[src/rtl/multicycle_pkg.sv]
// Shared types and encodings for the multicycle core:
// phase state enum, instruction class/op/cond codes, flag bit positions.
package multicycle_pkg;

   typedef enum logic [2:0] {
      ST_IDLE,
      ST_P1,
      ST_P2,
      ST_P3,
      ST_P4,
      ST_P5,
      ST_HALT
   } state_e;

   localparam logic [1:0] CL_LD   = 2'b00;
   localparam logic [1:0] CL_ST   = 2'b01;
   localparam logic [1:0] CL_MISC = 2'b10;
   localparam logic [1:0] CL_ALU  = 2'b11;

   localparam logic [3:0] OP_ADD = 4'd0;
   localparam logic [3:0] OP_SUB = 4'd1;
   localparam logic [3:0] OP_AND = 4'd2;
   localparam logic [3:0] OP_OR  = 4'd3;
   localparam logic [3:0] OP_XOR = 4'd4;
   localparam logic [3:0] OP_CMP = 4'd5;
   localparam logic [3:0] OP_MOV = 4'd6;
   localparam logic [3:0] OP_SLL = 4'd8;
   localparam logic [3:0] OP_SLR = 4'd9;
   localparam logic [3:0] OP_SRL = 4'd10;
   localparam logic [3:0] OP_SRA = 4'd11;
   localparam logic [3:0] OP_HLT = 4'd15;

   localparam logic [2:0] MI_LI = 3'b000;
   localparam logic [2:0] MI_B  = 3'b100;
   localparam logic [2:0] MI_BC = 3'b111;

   localparam logic [2:0] CC_BE  = 3'b000;
   localparam logic [2:0] CC_BLT = 3'b001;
   localparam logic [2:0] CC_BLE = 3'b010;
   localparam logic [2:0] CC_BNE = 3'b011;

   localparam int F_S = 3;
   localparam int F_Z = 2;
   localparam int F_C = 1;
   localparam int F_V = 0;

endpackage

[src/rtl/multicycle_core_alu.sv]
// Combinational ALU/shifter. x = rd value, y = rs value, d = shift count.
// Outputs: res, flg {S,Z,C,V}, wr (res goes to rd), fset (flags update).
module core_alu
   import multicycle_pkg::*;
#(
   parameter int DATA_W = 16
) (
   input  logic [3:0]        op,
   input  logic [DATA_W-1:0] x,
   input  logic [DATA_W-1:0] y,
   input  logic [3:0]        d,
   output logic [DATA_W-1:0] res,
   output logic [3:0]        flg,
   output logic              wr,
   output logic              fset
);

   localparam int MSB = DATA_W - 1;

   logic [DATA_W:0]   sum;
   logic [DATA_W:0]   dif;
   logic [DATA_W:0]   lsh;
   logic [DATA_W:0]   rsh;
   logic [DATA_W:0]   ash;
   logic [DATA_W-1:0] rot;
   logic              c;
   logic              v;

   always_comb begin
      sum = {1'b0, x} + {1'b0, y};
      // top bit of dif is the borrow
      dif = {1'b0, x} - {1'b0, y};
      // extra bit catches the last bit shifted out (0 when d=0)
      lsh = {1'b0, x} << d;
      rsh = {x, 1'b0} >> d;
      ash = $signed({x, 1'b0}) >>> d;
      rot = lsh[MSB:0] | (x >> (DATA_W - int'(d)));
      res  = '0;
      c    = 1'b0;
      v    = 1'b0;
      wr   = 1'b1;
      fset = 1'b1;
      case (op)
         OP_ADD: begin
            res = sum[MSB:0];
            c   = sum[DATA_W];
            v   = (x[MSB] == y[MSB]) && (res[MSB] != x[MSB]);
         end
         OP_SUB, OP_CMP: begin
            res = dif[MSB:0];
            c   = dif[DATA_W];
            v   = (x[MSB] != y[MSB]) && (res[MSB] != x[MSB]);
            wr  = (op == OP_SUB);
         end
         OP_AND: res = x & y;
         OP_OR:  res = x | y;
         OP_XOR: res = x ^ y;
         OP_MOV: res = y;
         OP_SLL: begin
            res = lsh[MSB:0];
            c   = lsh[DATA_W];
         end
         OP_SLR: begin
            res = rot;
            c   = lsh[DATA_W];
         end
         OP_SRL: begin
            res = rsh[DATA_W:1];
            c   = rsh[0];
         end
         OP_SRA: begin
            res = ash[DATA_W:1];
            c   = ash[0];
         end
         default: begin
            wr   = 1'b0;
            fset = 1'b0;
         end
      endcase
      flg = {res[MSB], ~|res, c, v};
   end

endmodule

[src/rtl/multicycle_core.sv]
// Five-phase multicycle core with stallable single-port memory handshake.
// Ports: clock/reset(async low), exec, m_* memory bus, phase/running/halted/pc/flags status.
module multicycle_core
   import multicycle_pkg::*;
#(
   parameter int                DATA_W   = 16,
   parameter int                ADDR_W   = 12,
   parameter logic [ADDR_W-1:0] RESET_PC = '0
) (
   input  logic              clock,
   input  logic              reset,
   input  logic              exec,
   input  logic [DATA_W-1:0] m_q,
   input  logic              m_ack,
   output logic              m_req,
   output logic              m_wren,
   output logic [ADDR_W-1:0] m_addr,
   output logic [DATA_W-1:0] m_data,
   output logic [4:0]        phase,
   output logic              running,
   output logic              halted,
   output logic [ADDR_W-1:0] pc,
   output logic [3:0]        flags
);

   state_e            state_q, state_d;
   logic [ADDR_W-1:0] pc_q, pc_d, addr_q, addr_d;
   logic [15:0]       ir_q, ir_d;
   logic [DATA_W-1:0] a_q, a_d, b_q, b_d;
   logic [DATA_W-1:0] res_q, res_d, wdata_q, wdata_d;
   logic [DATA_W-1:0] rf_q [8];
   logic [DATA_W-1:0] rf_d [8];
   logic [3:0]        flags_q, flags_d;
   logic              wr_q, wr_d, stop_q, stop_d;
   logic              halt_q, halt_d, req_q, req_d;
   logic              wren_q, wren_d;

   logic [1:0]        cls;
   logic [2:0]        fa, fb;
   logic [DATA_W-1:0] sext8;
   logic [ADDR_W-1:0] ea;
   logic              take, is_hlt;
   logic [DATA_W-1:0] alu_res;
   logic [3:0]        alu_flg;
   logic              alu_wr, alu_fset;

   assign cls    = ir_q[15:14];
   assign fa     = ir_q[13:11];
   assign fb     = ir_q[10:8];
   assign sext8  = {{(DATA_W-8){ir_q[7]}}, ir_q[7:0]};
   assign ea     = b_q[ADDR_W-1:0] + sext8[ADDR_W-1:0];
   assign is_hlt = (cls == CL_ALU) && (ir_q[7:4] == OP_HLT);

   core_alu #(.DATA_W(DATA_W)) u_alu (
      .op   (ir_q[7:4]),
      .x    (b_q),
      .y    (a_q),
      .d    (ir_q[3:0]),
      .res  (alu_res),
      .flg  (alu_flg),
      .wr   (alu_wr),
      .fset (alu_fset)
   );

   always_comb begin
      take = 1'b0;
      if (cls == CL_MISC) begin
         if (fa == MI_B) begin
            take = 1'b1;
         end else if (fa == MI_BC) begin
            case (fb)
               CC_BE:   take = flags_q[F_Z];
               CC_BLT:  take = flags_q[F_S] ^ flags_q[F_V];
               CC_BLE:  take = flags_q[F_Z] | (flags_q[F_S] ^ flags_q[F_V]);
               CC_BNE:  take = ~flags_q[F_Z];
               default: take = 1'b0;
            endcase
         end
      end
   end

   always_comb begin
      phase = '0;
      unique case (state_q)
         ST_P1:   phase = 5'b00001;
         ST_P2:   phase = 5'b00010;
         ST_P3:   phase = 5'b00100;
         ST_P4:   phase = 5'b01000;
         ST_P5:   phase = 5'b10000;
         default: phase = '0;
      endcase
   end

   assign running = |phase;

   always_comb begin
      state_d = state_q;
      pc_d    = pc_q;
      ir_d    = ir_q;
      a_d     = a_q;
      b_d     = b_q;
      res_d   = res_q;
      wr_d    = wr_q;
      flags_d = flags_q;
      halt_d  = halt_q;
      req_d   = req_q;
      wren_d  = wren_q;
      addr_d  = addr_q;
      wdata_d = wdata_q;
      rf_d    = rf_q;
      // a stop request is remembered until the current instruction retires
      stop_d  = stop_q | (exec & running);
      unique case (state_q)
         ST_IDLE, ST_HALT: begin
            if (exec) begin
               state_d = ST_P1;
               halt_d  = 1'b0;
               req_d   = 1'b1;
               wren_d  = 1'b0;
               addr_d  = pc_q;
            end
         end
         ST_P1: begin
            if (m_ack) begin
               ir_d    = m_q[15:0];
               pc_d    = pc_q + ADDR_W'(1);
               req_d   = 1'b0;
               state_d = ST_P2;
            end
         end
         ST_P2: begin
            a_d     = rf_q[fa];
            b_d     = rf_q[fb];
            state_d = ST_P3;
         end
         ST_P3: begin
            state_d = ST_P4;
            if (cls == CL_ALU) begin
               res_d = alu_res;
               wr_d  = alu_wr;
               if (alu_fset) flags_d = alu_flg;
            end else if (cls == CL_MISC) begin
               res_d = sext8;
               wr_d  = (fa == MI_LI);
            end else begin
               // request is registered here so it is live on P4 entry
               wr_d    = (cls == CL_LD);
               req_d   = 1'b1;
               wren_d  = (cls == CL_ST);
               addr_d  = ea;
               wdata_d = a_q;
            end
         end
         ST_P4: begin
            if (!req_q || m_ack) begin
               if (req_q && !wren_q) res_d = m_q;
               req_d   = 1'b0;
               wren_d  = 1'b0;
               state_d = ST_P5;
            end
         end
         ST_P5: begin
            if (wr_q) rf_d[(cls == CL_LD) ? fa : fb] = res_q;
            if (take) pc_d = pc_q + sext8[ADDR_W-1:0];
            if (is_hlt) begin
               state_d = ST_HALT;
               halt_d  = 1'b1;
               stop_d  = 1'b0;
            end else if (stop_q || exec) begin
               state_d = ST_IDLE;
               stop_d  = 1'b0;
            end else begin
               state_d = ST_P1;
               req_d   = 1'b1;
               wren_d  = 1'b0;
               addr_d  = pc_d;
            end
         end
         default: state_d = ST_IDLE;
      endcase
   end

   always_ff @(posedge clock or negedge reset) begin
      if (!reset) begin
         state_q <= ST_IDLE;
         pc_q    <= RESET_PC;
         ir_q    <= '0;
         a_q     <= '0;
         b_q     <= '0;
         res_q   <= '0;
         wr_q    <= 1'b0;
         flags_q <= '0;
         stop_q  <= 1'b0;
         halt_q  <= 1'b0;
         req_q   <= 1'b0;
         wren_q  <= 1'b0;
         addr_q  <= '0;
         wdata_q <= '0;
         rf_q    <= '{default: '0};
      end else begin
         state_q <= state_d;
         pc_q    <= pc_d;
         ir_q    <= ir_d;
         a_q     <= a_d;
         b_q     <= b_d;
         res_q   <= res_d;
         wr_q    <= wr_d;
         flags_q <= flags_d;
         stop_q  <= stop_d;
         halt_q  <= halt_d;
         req_q   <= req_d;
         wren_q  <= wren_d;
         addr_q  <= addr_d;
         wdata_q <= wdata_d;
         rf_q    <= rf_d;
      end
   end

   assign m_req  = req_q;
   assign m_wren = wren_q;
   assign m_addr = addr_q;
   assign m_data = wdata_q;
   assign halted = halt_q;
   assign pc     = pc_q;
   assign flags  = flags_q;

endmodule

[config.mk]
export PLATFORM = sky130hd
export DESIGN_NAME = multicycle_core
export DESIGN_NICKNAME = d
export VERILOG_FILES = /design/src/rtl/multicycle_pkg.sv /design/src/rtl/multicycle_core_alu.sv /design/src/rtl/multicycle_core.sv
export SDC_FILE = /design/constraint.sdc
export NUM_CORES = 1
export LEC_CHECK = 0
export CAP_MARGIN = 15
export CORE_ASPECT_RATIO = 1.2
export CORE_MARGIN = 2
export CORE_UTILIZATION = 30
export DETAILED_ROUTE_END_ITERATION = 8
export PLACE_DENSITY = 0.52
export SLEW_MARGIN = 10
export SYNTH_ARGS = -nofsm -noshare
export SYNTH_HDL_FRONTEND = slang
export SYNTH_SLANG_ARGS = --single-unit
[constraint.sdc]
create_clock -name clock -period 5.3 [get_ports clock]
set_clock_uncertainty 0.1 [all_clocks]
set_input_delay 1.59 -clock clock [delete_from_list [all_inputs] [get_ports clock]]
set_output_delay 1.59 -clock clock [all_outputs]
set_load 0.02 [all_outputs]
* Yosys cells after proc, flatten, opt, wreduce, memory -nomap -nowiden *
Index checks and enable logic that the tools add are counted.

word-level totals
  flip-flop bits (word level) = 244
  input bits = 20
  output and inout port bits = 53
  word-level logic and storage cells = 189

operators by class
  add/sub/neg operators = 6
  $lt $le $gt $ge = 4
  equality and inequality tests = 39
  shift-type cells = 4
  muxes and demuxes = 61
  bitwise logic cells = 14
  reductions and logical operators = 39

operators with widths
  cell                                         number
  one-hot mux 16 bit (10 select lines)         1
  2-to-1 mux 16 bit                            9
  bitwise mux 128 bit                          1
  binary-select mux 16 bit (select 3 bit)      2
  2-to-1 mux 12 bit                            7
  demux 16 bit (select 3 bit)                  1
  one-hot mux 12 bit (3 select lines)          1
  bitwise OR 16 bit                            2
  one-hot mux 16 bit (2 select lines)          1
  >> shifter 16 x 32 -> 16 bit                 1
  one-hot mux 5 bit (5 select lines)           1
  adder 12 bit                                 2
  one-hot mux 12 bit (2 select lines)          1
  2-to-1 mux 1 bit                             23
  equality test 4 bit (second input constant)  5
  != test 2 bit (second input constant)        9
  one-hot mux 3 bit (6 select lines)           1
  adder 16 x 16 -> 17 bit                      1
  << shifter 16 x 4 -> 17 bit                  1
  >> shifter 17 x 4 -> 17 bit                  1
  >>> shifter 17 x 4 -> 17 bit                 1
  subtractor 16 x 16 -> 17 bit                 1
  AND 16 bit                                   1
  OR reduction 16 bit                          1
  other kinds (45)                             92

* Depth between registers and ports, before layout *
  word-level depth = 10
  gate-level depth with buffers = 15
  mapped depth without buffers = 13

* By module *
Synthesis repeated with hierarchy kept, for this count alone.

second synthesis, totals
  cells, all modules = 1833
  area total of the unflattened synthesis = 18330.1 µm²

by module, submodules not included
  module           instances  cells each  area each (µm²)  sequential area each (µm²)
  multicycle_core  1          1117        13178.9          6105.9
  core_alu         1          716         5151.2           0.0

* Worst setup path before layout *
OpenSTA, ideal clock, no wires.

  path kind = register -> register
  start point = reg ir_q[1]
  end point = reg flags_q[2] (netlist: flags[2])
  library setup time = 67 ps
  arrival time = 3700 ps
  slack = 1433 ps
  cell stages (with the launch flop) = 16
  period minus slack after synthesis = 3867 ps
  cell sequence = dfrtp_1 inv_1 clkbuf_1 buf_1 ha_1 buf_2 xor2_1 buf_4 mux2i_1 mux2i_1 o2bb2ai_1 or4_1 nor4_1 nand4_1 nor4_1 a32o_1

between the ends
  cells in the longest elaborated chain, start to end = 6
  elaborated cells on any way between the ends = 9
  classes of those cells = 1 x add/sub; 4 x shift; 1 x mux; 1 x bitwise; 2 x reduce/logical

ends and longest elaborated chain
  what                                    RTL line                   source
  start: declaration                      multicycle_core.sv:28      logic [15:0] ir_q, ir_d;
  start signal: assignment                multicycle_core.sv:203     ir_q <= ir_d;
  subtractor 5 x 4 -> 6 bit               multicycle_core_alu.sv:37  rot = lsh[MSB:0] | (x >> (DATA_W - int'(d)));
  >> shifter 16 x 32 -> 16 bit            multicycle_core_alu.sv:37
  bitwise OR 16 bit                       multicycle_core_alu.sv:37
  one-hot mux 16 bit (10 select lines) *  multicycle_core_alu.sv:43  case (op)
  OR reduction 16 bit *                   multicycle_core_alu.sv:80  flg = {res[MSB], ~|res, c, v};
  zero test 1 bit *                       multicycle_core_alu.sv:80
  end signal: assignment                  multicycle_core.sv:208     flags_q <= flags_d;
  end: declaration                        multicycle_core.sv:33      logic [3:0] flags_q, flags_d;

Mark *: on every way between the ends. The rest lies on a longest branch, timed or not.
A chain may end at the register's enable or synchronous reset.

* Final worst setup path *
  start point = reg state_q[1]
  end point = out running

between the ends
  cells in the longest elaborated chain, start to end = 3
  elaborated cells on any way between the ends = 7
  classes of those cells = 5 x eq/ne; 1 x mux; 1 x reduce/logical

ends and longest elaborated chain
  what                                         RTL line                source
  start: declaration                           multicycle_core.sv:26   state_e state_q, state_d;
  start signal: assignment                     multicycle_core.sv:201  state_q <= state_d;
  equality test 3 bit (tied with other cells)  multicycle_core.sv:84   unique case (state_q)
  one-hot mux 5 bit (5 select lines) *         multicycle_core.sv:84
  OR reduction 5 bit *                         multicycle_core.sv:94   assign running = |phase;
  end: declaration                             multicycle_core.sv:20   output logic running,

Marked as above.

==> flow_metrics.tcl <==
set metrics [dict create \
    crit_type "reg2out" \
    syn_inst 1801 \
    htree_levels 1 \
    cts_buffers 27 \
    cp_max_fo 16 \
    cts_resized 0 \
    grt-ovfl-total 0 \
    totalWireLength_um 65400 \
    track_usage 0.211 \
    status "finished, final reports clean" \
    start_util 0.302 \
    die-height_um 272 \
    r2r_setup_slack_ps 980 \
    insertion_delay_ps 570 \
    ys_seq_area_frac 0.341 \
    nets 1935 \
    hold_depth 2 \
    syn_area_um2 17900 \
    wl_per_cell_um 24.6 \
    synth.distinct_cells 82 \
    min_from "m_addr[5]" \
    fmax_mhz 206 \
    max_slew_margin 0.308 \
    viasPerCell 5.72 \
    cts_hold_buf 0 \
    yosys_warnings 0 \
    gp_congestion 0.984 \
    holdPathEnd "m_addr[5]" \
    syn2layout_area_growth_pct 14.8 \
    rsz0062_at_grt "false" \
    dp_hpwl_um 47800 \
    io_pins 73 \
    worstMarginPinSlew_ps 1030 \
    drive_gt1_frac 0.210 \
    coreArea_um2 59300 \
    r2r_cells 11 \
    io_buffers 72 \
    row_count 98 \
    arrival_ps 3170 \
    clock_path_buffers 3 \
    min_period_ps 4860 \
    p_per_area_nw_per_um2 720 \
    grt_pass1_wl_um 98700 \
    cap_violations 0 \
    p_leak_uw 0.00875 \
    cts_root_buf "clkbuf_16" \
    drtAntennaViolNets 0 \
    via_count 15200 \
    drt_iter0_drc 1314 \
    postCtsSetupRepairBufs 0 \
    critPathCaptureType "output port" \
    finalSetupTns_ps 0 \
    antenna_found_initial 2 \
    synth-seq-cells 244 \
    synth-main-ff-cell "dfrtp_1" \
    remaining_drc_errors 0 \
    regToRegEndpoint "res_q[15]" \
    fin_crit_sh 0.916 \
    min_path_type "reg2reg" \
    ir_worst_vdd_v 0.000266 \
    fp.dieW_um 227 \
    worstPathRequired_ps 3610 \
    worst_setup_path_start_kind "register" \
    synth.avg_cell_area_um2 9.95 \
    dpl_cell_area_um2 19600 \
    grt_pass1_vias 15400 \
    grt_max_degree 126 \
    clk_pin_slew_ps 70 \
    clock_sinks 244 \
    hold_viol_final 0 \
    n_fill_cell 6086 \
    reg2reg_from "b_q[1]" \
    dieArea_um2 61700 \
    dr.pass1.iters 6 \
    final_area_um2 20600 \
    setup_viol 0 \
    synth-edff-count 0 \
    cts_tree "yes" \
    synth.net_count 1904 \
    slew_violations 0 \
    async_reset_ff_frac 1.00 \
]
-- stage by stage --
stage               instances  setup WS (ps)   util  hold WS (ps)  power (uW)
global route             2653            318  0.347           418       15700
global placement         2603            967  0.330           368       12600
floorplan                1801           1430      -           363        9360
detailed placement       2603            994  0.330           376       12600
CTS                      2652            478  0.347           391       14800
finish                   2653            444  0.347           383       14800
-- worst max path at each step --
stage	from	endpoint	slack (ps)	depth (start not counted)
floorplan	ir_q[1]	flags[2]	1430	15
global placement	b_q[1]	res_q[15]	970	11
detailed placement	b_q[1]	res_q[15]	990	11
CTS	state_q[1]	running	480	5
global route	state_q[1]	running	320	5
finish	state_q[1]	running	440	5
-- per-layer routing --
metal / track usage / vias to the layer above / part of all wire
li1: - / 6802 / -
met1: 0.271 / 7697 / 0.42
met2: 0.362 / 538 / 0.49
met3: 0.0202 / 123 / 0.047
met4: 0.0867 / 2 / 0.043
met5: 0 / - / 0.00020
-- area by class of cell --
class | count | area [um2] | area share
well taps | 800 | 1000 | 0.0487
flip-flops and latches | 244 | 6110 | 0.297
clock inverters | 7 | 143 | 0.00693
multi-input cells | 1363 | 11100 | 0.538
repair buffers | 130 | 1170 | 0.0571
inverters | 66 | 248 | 0.0120
diodes | 1 | 2.50 | 0.000122
clock buffers | 42 | 832 | 0.0405
-- power by group --
group	total (uW)	switching (uW)	internal [uW]
logic	9310	5610	3700
registers	3440	1010	2430
clock network	2070	799	1270
total	14800	7420	7400
-- cell families after synthesis --
family / synth area share
DFF: 0.341
and+or+nand+nor: 0.128
adders and majority gates: 0.0597
AOI/OAI and AO/OA: 0.165
buffers and inverters: 0.0446
muxes: 0.247
xor gates and xnor gates: 0.0147
-- synth_stat cells (all sizes together) (9+ instances only) --
cell type	count	area (um2)
a211oi	20	150
a21o	18	135
a21oi	100	500
a221oi	26	228
a22oi	20	155
a31oi	33	206
buf	34	198
clkbuf	94	353
dfrtp	244	6110
ha	79	988
inv	63	236
mux2	166	1870
mux2i	61	611
mux4	86	1940
nand2	176	661
nand2b	12	75.1
nand3	27	135
nor2	157	589
nor2b	18	113
nor3	30	150
nor4	12	75.1
o211ai	21	158
o21a	9	67.6
o21ai	79	395
o22ai	11	68.8
o31ai	16	120
or2	12	75.1
xnor2	22	193
-- worst max-delay path: stages, from the launching register on --
cell and delay, ps:
dfrtp_1 680, clkinv_1 370, ha_1 490, o21bai_1 190, a22oi_1 210, clkdlybuf4s50_1 650
-- sequential cells by signal, summed over array words and instances (netlist names) --
signal	count
m_req	1
a_q	16
wr_q	1
state_q	3
stop_q	1
b_q	16
ir_q	16
pc	12
m_addr	12
res_q	16
halted	1
m_wren	1
flags	4
rf_q	128
m_data	16
-- cells in the final DEF, fill, tap and decap left out, drive strengths merged, types with 9 or more instances in the layout --
| cell | n |
|---|---|
| nand3 | 27 |
| nor3 | 30 |
| xnor2 | 22 |
| clkdlybuf4s50 | 71 |
| o211ai | 21 |
| ha | 79 |
| mux4 | 86 |
| nor4 | 12 |
| or2 | 12 |
| o31ai | 16 |
| a22oi | 20 |
| mux2 | 166 |
| inv | 63 |
| nor2b | 18 |
| a31oi | 33 |
| o21ai | 79 |
| nor2 | 157 |
| a21oi | 100 |
| buf | 59 |
| a221oi | 26 |
| a211oi | 20 |
| a21o | 18 |
| clkbuf | 42 |
| dfrtp | 244 |
| o21a | 9 |
| nand2 | 176 |
| mux2i | 61 |
| o22ai | 11 |
| nand2b | 12 |
Note: power is estimated with default switching activity, not from simulation.
